<file path="config.mk">
export PLATFORM = sky130hd
export DESIGN_NAME = canvas_buffer
export DESIGN_NICKNAME = d
export VERILOG_FILES = /design/src/rtl/canvas_buffer.sv
export SDC_FILE = /design/constraint.sdc
export NUM_CORES = 2
export LEC_CHECK = 0
export BUFFER_PORTS_ARGS = -buffer_cell sky130_fd_sc_hd__buf_2
export CAP_MARGIN = 20
export CORE_UTILIZATION = 48
export CTS_BUF_LIST = sky130_fd_sc_hd__clkbuf_2
export DETAILED_ROUTE_END_ITERATION = 8
export PLACE_DENSITY_LB_ADDON = 0.08
export SKIP_LAST_GASP = 1
export SLEW_MARGIN = 20
export SYNTH_ARGS = -nofsm -noshare
export SYNTH_HDL_FRONTEND = slang
export SYNTH_SLANG_ARGS = --single-unit
</file>
<file path="constraint.sdc">
create_clock -name clock -period 75.1 [get_ports clock]
set_input_delay 22.53 -clock clock [delete_from_list [all_inputs] [get_ports clock]]
set_output_delay 22.53 -clock clock [all_outputs]
set_load 0.01 [all_outputs]
</file>
<file path="src/rtl/canvas_buffer.sv">
// NX x NY framebuffer of COLOR_W-bit pixels with paint/erase/toggle/clear-all
// commands at the cursor and an independent registered scan-out read port.
module canvas_buffer #(
    parameter int unsigned NX      = 32,
    parameter int unsigned NY      = 24,
    parameter int unsigned XW      = 5,
    parameter int unsigned YW      = 5,
    parameter int unsigned COLOR_W = 3
) (
    input  logic               clock,
    input  logic               reset,
    input  logic [XW-1:0]      cursor_x,
    input  logic [YW-1:0]      cursor_y,
    input  logic               cmd_valid,
    input  logic [1:0]         cmd_op,
    input  logic [COLOR_W-1:0] cmd_color,
    output logic               cmd_ready,
    output logic               busy,
    input  logic [XW-1:0]      rd_x,
    input  logic [YW-1:0]      rd_y,
    output logic [COLOR_W-1:0] rd_data
);

    localparam int unsigned NPIX = NX * NY;
    localparam int unsigned AW   = $clog2(NPIX);
    localparam logic [AW-1:0] LAST_ADDR = AW'(NPIX - 1);

    localparam logic [1:0] OP_PAINT  = 2'b00;
    localparam logic [1:0] OP_ERASE  = 2'b01;
    localparam logic [1:0] OP_TOGGLE = 2'b10;
    localparam logic [1:0] OP_CLEAR  = 2'b11;

    typedef enum logic [1:0] {
        CLEAR,
        IDLE,
        TOGGLE_WR
    } state_t;

    state_t state, state_n;

    logic [COLOR_W-1:0] mem [NPIX];

    logic [AW-1:0]      clr_addr, clr_addr_n;
    logic [AW-1:0]      tog_addr, tog_addr_n;
    logic               tog_ok, tog_ok_n;
    logic [COLOR_W-1:0] tog_data, tog_data_n;

    logic               we;
    logic [AW-1:0]      wa;
    logic [COLOR_W-1:0] wd;

    logic               cur_ok, rd_ok;
    logic [AW-1:0]      cur_addr, rd_addr;

    // Address decode; out-of-range coordinates never touch the array.
    assign cur_ok   = (32'(cursor_x) < NX) && (32'(cursor_y) < NY);
    assign cur_addr = AW'(32'(cursor_y) * NX + 32'(cursor_x));
    assign rd_ok    = (32'(rd_x) < NX) && (32'(rd_y) < NY);
    assign rd_addr  = AW'(32'(rd_y) * NX + 32'(rd_x));

    always_ff @(posedge clock) begin
        if (reset) begin
            state     <= CLEAR;
            clr_addr  <= '0;
            tog_addr  <= '0;
            tog_ok    <= 1'b0;
            tog_data  <= '0;
            cmd_ready <= 1'b0;
            busy      <= 1'b1;
        end else begin
            state     <= state_n;
            clr_addr  <= clr_addr_n;
            tog_addr  <= tog_addr_n;
            tog_ok    <= tog_ok_n;
            tog_data  <= tog_data_n;
            cmd_ready <= (state_n == IDLE);
            busy      <= (state_n != IDLE);
        end
    end

    always_comb begin
        state_n    = state;
        clr_addr_n = clr_addr;
        tog_addr_n = tog_addr;
        tog_ok_n   = tog_ok;
        tog_data_n = tog_data;
        we         = 1'b0;
        wa         = '0;
        wd         = '0;
        case (state)
            CLEAR: begin
                we = 1'b1;
                wa = clr_addr;
                if (clr_addr == LAST_ADDR) begin
                    state_n    = IDLE;
                    clr_addr_n = '0;
                end else begin
                    clr_addr_n = clr_addr + AW'(1);
                end
            end
            IDLE: begin
                if (cmd_valid) begin
                    case (cmd_op)
                        OP_PAINT: begin
                            we = cur_ok;
                            wa = cur_addr;
                            wd = cmd_color;
                        end
                        OP_ERASE: begin
                            we = cur_ok;
                            wa = cur_addr;
                        end
                        OP_TOGGLE: begin
                            tog_addr_n = cur_addr;
                            tog_ok_n   = cur_ok;
                            tog_data_n = cur_ok ? mem[cur_addr] : '0;
                            state_n    = TOGGLE_WR;
                        end
                        OP_CLEAR: begin
                            clr_addr_n = '0;
                            state_n    = CLEAR;
                        end
                        default: ;
                    endcase
                end
            end
            TOGGLE_WR: begin
                we      = tog_ok;
                wa      = tog_addr;
                wd      = ~tog_data;
                state_n = IDLE;
            end
            default: state_n = CLEAR;
        endcase
    end

    // Reset wins over any write, so a pending toggle write is dropped.
    always_ff @(posedge clock) begin
        if (we && !reset) begin
            mem[wa] <= wd;
        end
    end

    // Scan-out read, read-before-write against the command port.
    always_ff @(posedge clock) begin
        if (reset) begin
            rd_data <= '0;
        end else begin
            rd_data <= rd_ok ? mem[rd_addr] : '0;
        end
    end

endmodule

</file>
# Word-level counts from Yosys, hierarchy flattened
# Memories as Yosys holds them, arrays and structs flattened. A register that Yosys moved wholly into a read port is not among the register bits.
# Index checks and enable logic that the tools add are counted.
[totals]
inputBits = 28
mem_bits_rw = 2304
n_memories = 1
register_bits = 28
[classes]
n_mux = 20
add_sub_neg = 3
eq_ne = 10
magnitude_cmp = 2
bitwise_logic = 2
n_reduce_logical = 9
[memory_table]
columns = ["name", "words", "word_bits", "read_ports", "rd_ports_with_merged_regs", "wr", "line_no", "source"]
rows = [
  ["mem", 768, 3, 2, 1, 1, "41", "logic [COLOR_W-1:0] mem [NPIX];"],
]
[ops]
columns = ["op", "count"]
rows = [
  ["10-bit 2-to-1 mux", 5],
  ["10-bit case mux with 3 select lines", 1],
  ["10-bit by 5-bit adder with 10-bit output", 2],
  ["10-bit case mux with 2 select lines", 1],
  ["10-bit by 1-bit adder with 10-bit output, second input constant", 1],
  ["10-bit == test, second input constant", 1],
  ["5-bit less-than comparator, second input constant", 2],
  ["3-bit 2-to-1 mux", 3],
  ["2-bit by 1-bit == test with 1-bit output, second input constant", 3],
  ["2-bit == test, second input constant", 3],
  ["2-bit case mux with 3 select lines", 1],
  ["3-bit case mux with 2 select lines", 1],
  ["3-bit AND reduction", 2],
  ["2-bit logical NOT", 2],
  ["1-bit 2-to-1 mux", 4],
  ["2-bit 2-to-1 mux", 2],
  ["2-bit by 1-bit inequality test with 1-bit output, second input constant", 2],
  ["2-bit case mux with 2 select lines", 1],
  ["2-bit OR reduction", 2],
  ["3-bit inverter", 1],
  ["1-bit case mux with 3 select lines", 1],
  ["2-bit inequality test, second input constant", 1],
  ["2-bit nonzero test", 1],
  ["1-bit logical AND", 1],
  ["other kinds (2)", 2],
]

# Depth between registers and ports, before layout
[depth]
depth_word = 8
ltp_mapped = 14

# Worst setup path before layout
# OpenSTA, ideal clock, no wires.
[synth_path]
path_type = "input-to-reg"
startpoint = "in cmd_op[1]"
endpoint = "mem mem[0][0], data pin"
setup_ns = 3.979
t_required_ns = 71.121
stages = 5
path_slack_ns = 29.033
n_path_buf = 1
arrival_ns = 42.088
path_cell_list = "and3b_1 clkbuf_1 nor2b_1 a21oi_1 nor2b_1"
[synth_between]
elab_chain_cells = 4
[synth_rtl]
columns = ["item", "line_no", "source"]
rows = [
  ["from (decl)", "15", "input logic [1:0] cmd_op,"],
  ["2-bit logical NOT", "103", "case (cmd_op)"],
  ["3-bit 2-to-1 mux", "103", ""],
  ["3-bit 2-to-1 mux", "102", "if (cmd_valid) begin"],
  ["3-bit case mux with 2 select lines", "90", "case (state)"],
  ["via wd[0]", "50", "logic [COLOR_W-1:0] wd;"],
  ["to (decl)", "41", ""],
]
# The timed path passes the listed nets, and every way through them passes these cells.

# Worst setup path after layout
[layout_path]
startpoint = "in cmd_op[1]"
endpoint = "mem mem[163][1], data pin"
# The elaborated chain is that of the path after synthesis.

==> impl_metrics.ini <==
[clock_tree]
cts_root_buffer = clkbuf_2
ctsHoldBuffers = 0
cts_tree = built
postCtsSetupBuffers = 0
worst_setup_hold_path_clk_slew_ns = 0.10
h-tree-depth = 6
clockBufferDepth = 4
clock-sinks = 2335
cts_made_buffers = 634
cts_resized = 0
clk_latency_ns = 2.04

[synth]
ys_seq_elements = 2335
synth_cell_types = 83
ys_async_sr_fraction = 0
syn_nets = 6624
synth_area_per_cell_um2 = 17.1
yosysWarnings = 0
synthesis.area_um2 = 113000
synth_edf_count = 2304
yosysSeqAreaShare = 0.618
synthCells = 6591
synth_ff_type = edfxtp_1

[grt]
grt_remaining_overflow = 0
grt_max_degree = 218
antenna_found_initial = 47
track_usage = 0.350
grt_pass1_vias = 72600
grt_pass1_wl_um = 573000

[power]
p_comb_frac = 0.062
peakVddDrop_uv = 9.61
cellPowerDensity_nw_per_um2 = 20.4
p_leak_nw = 32.2
p_seq_frac = 0.567
p_int_mw = 1.82
p_sw_mw = 0.667
p_clk_frac = 0.371
swShare = 0.269

[detailed_routing]
via_count = 73400
ant_nets = 0
drc_errors = 0
drtPass1Iterations = 8
dr.first_iter.drc_count = 10900
post_drt_wl_per_cell_um = 39.5
drt_wl_total_um = 415000
viasPerCell = 6.99

[sta]
worst_pin_slew_ns = 1.34
setup_violations = 0
fin_crit_sh = 0.360
slew-limit-headroom = 0.105
fmax_mhz = 37.0
setup_tns_ns = 0
skew_ns = 0.195
rsz0062_at_grt = no
finalWorstSetupSlack_ns = 48.08
hold_viol_final = 0
fin_crit_ns = 27.02
drv_slew = 0

[die]
coreArea_um2 = 233000
ioPinCount = 33
rows = 177
chipHeight_um = 487
die_w_um = 487
start_util = 0.484
dieArea_um2 = 237000

[critical_path]
worstSetupEndpointType = flip-flop
worstPathCellList = buf_2, and3b_1, nor2b_1, a21oi_1, nor2b_4, buf_4, buf_4, buf_4, buf_4, buf_4
criticalPathCategory = in2reg
crit_arrival_ns = 28.60
start_kind = input pin
cp.required_ns = 76.68
worst_path_most_repeated_cell = buf_4
crit_slowest_cell = buf_4
crit_fanout = 91
cpPeakStageDelay_ns = 0.99

[placement]
place_congestion = 0.911
dp_hpwl_um = 255000
placed_cells = 9387
portBuffers = 32
place_ws_ns = 46.27

[final_layout]
syn_to_final_growth_pct = 7.89
drive_above_1_share = 0.322
fill_cells = 19300
fin_cells = 10500
layout.nets = 6928

[job]
maxCapViolations = 0

[outcome]
status = finished clean

[hold_path]
min_path_type = reg2reg
-- registers in the layout (all words and copies together) (netlist names) --
register / cells
busy: 1
clr_addr: 10
cmd_ready: 1
mem: 2304
rd_data: 3
state: 2
tog_addr: 10
tog_data: 3
tog_ok: 1
-- layout by cell type (no fill, tap or decap), types with 31 or more instances in the layout --
cell      count
edfxtp_1   2304
mux4_2     1049
clkbuf_2    893
nor2_1      869
mux2i_1     428
nand2_1     209
buf_4       206
o221ai_1    145
a21oi_1     120
clkinv_1    116
o22ai_1     110
o21ai_0      86
a22oi_1      71
nor3_1       65
nand3_1      52
clkinv_2     34
diode_2      33
dfxtp_1      31
-- kinds of logic after synthesis --
group,synth area share
mux,0.252
flops,0.618
fa+ha+maj,0.000554
xor+xnor,0.000543
buf+inv,0.0304
compound gates,0.0454
simple gates,0.0534
-- Yosys cell counts (52+ instances only) --
library cell	n	area [µm²]
buf_6	52	586
mux4_2	1049	23600
o221ai_1	145	1270
a21oi_1	120	601
nand2_1	219	822
mux2i_1	428	4280
nor3_1	69	345
buf_4	69	518
buf_2	93	465
edfxtp_1	2304	69200
o22ai_1	110	688
nand3_1	81	405
o21ai_0	86	430
nor2_1	872	3270
a22oi_1	71	533
clkbuf_1	296	1110
-- worst paths after layout --
check,end,slack [ns],start,cells past startpoint
max,mem[163][1],48.08,cmd_op[1],10
min,tog_addr[3],0.47,tog_addr[3],2
max reg2reg,mem[163][1],67.97,state[1],11
min reg2reg,tog_addr[3],0.47,tog_addr[3],2
-- routing by layer --
layer  track usage  part of all wire  wire [µm]
met5             0           0.00046        190
met4         0.188             0.058      24000
met3        0.0904              0.12      50700
met2         0.518              0.45     186000
met1         0.476              0.37     154000
-- critical path: cells and delay by family --
kind	cells	cell delay, ns
AND/OR/NAND/NOR	3	1.66
buffers and inverters	6	4.05
AO/OA/AOI/OAI	1	0.13
-- through the flow --
step,hold slack (ns),utilization,instance area [µm²],power (mW)
finish,0.465,0.523,122000,2.48
global route,0.488,0.522,122000,2.56
CTS,0.464,0.522,122000,2.49
detailed placement,0.448,0.498,116000,1.59
global placement,0.443,0.498,116000,1.59
floorplan,0.436,-,113000,1.53
-- layout make-up --
type / instances / area, µm² / area share
Sequential cell: 2335 / 69800 / 0.573
Clock inverter: 184 / 1100 / 0.00902
Multi-Input combinational cell: 3650 / 40300 / 0.330
Tap cell: 3132 / 3920 / 0.0322
Clock buffer: 893 / 4470 / 0.0367
Timing Repair Buffer: 256 / 2140 / 0.0176
Antenna cell: 33 / 82.6 / 0.000678
Inverter: 18 / 77.6 / 0.000637
-- power by group through the flow --
stage / logic, mW / registers, mW / clock network, mW
floorplan: 0.0921 / 1.44 / 0
global route: 0.155 / 1.41 / 0.993
global placement: 0.151 / 1.44 / 0
CTS: 0.151 / 1.41 / 0.932
finish: 0.154 / 1.41 / 0.920
detailed placement: 0.151 / 1.44 / 0
Note: power is estimated with default switching activity, not from simulation.
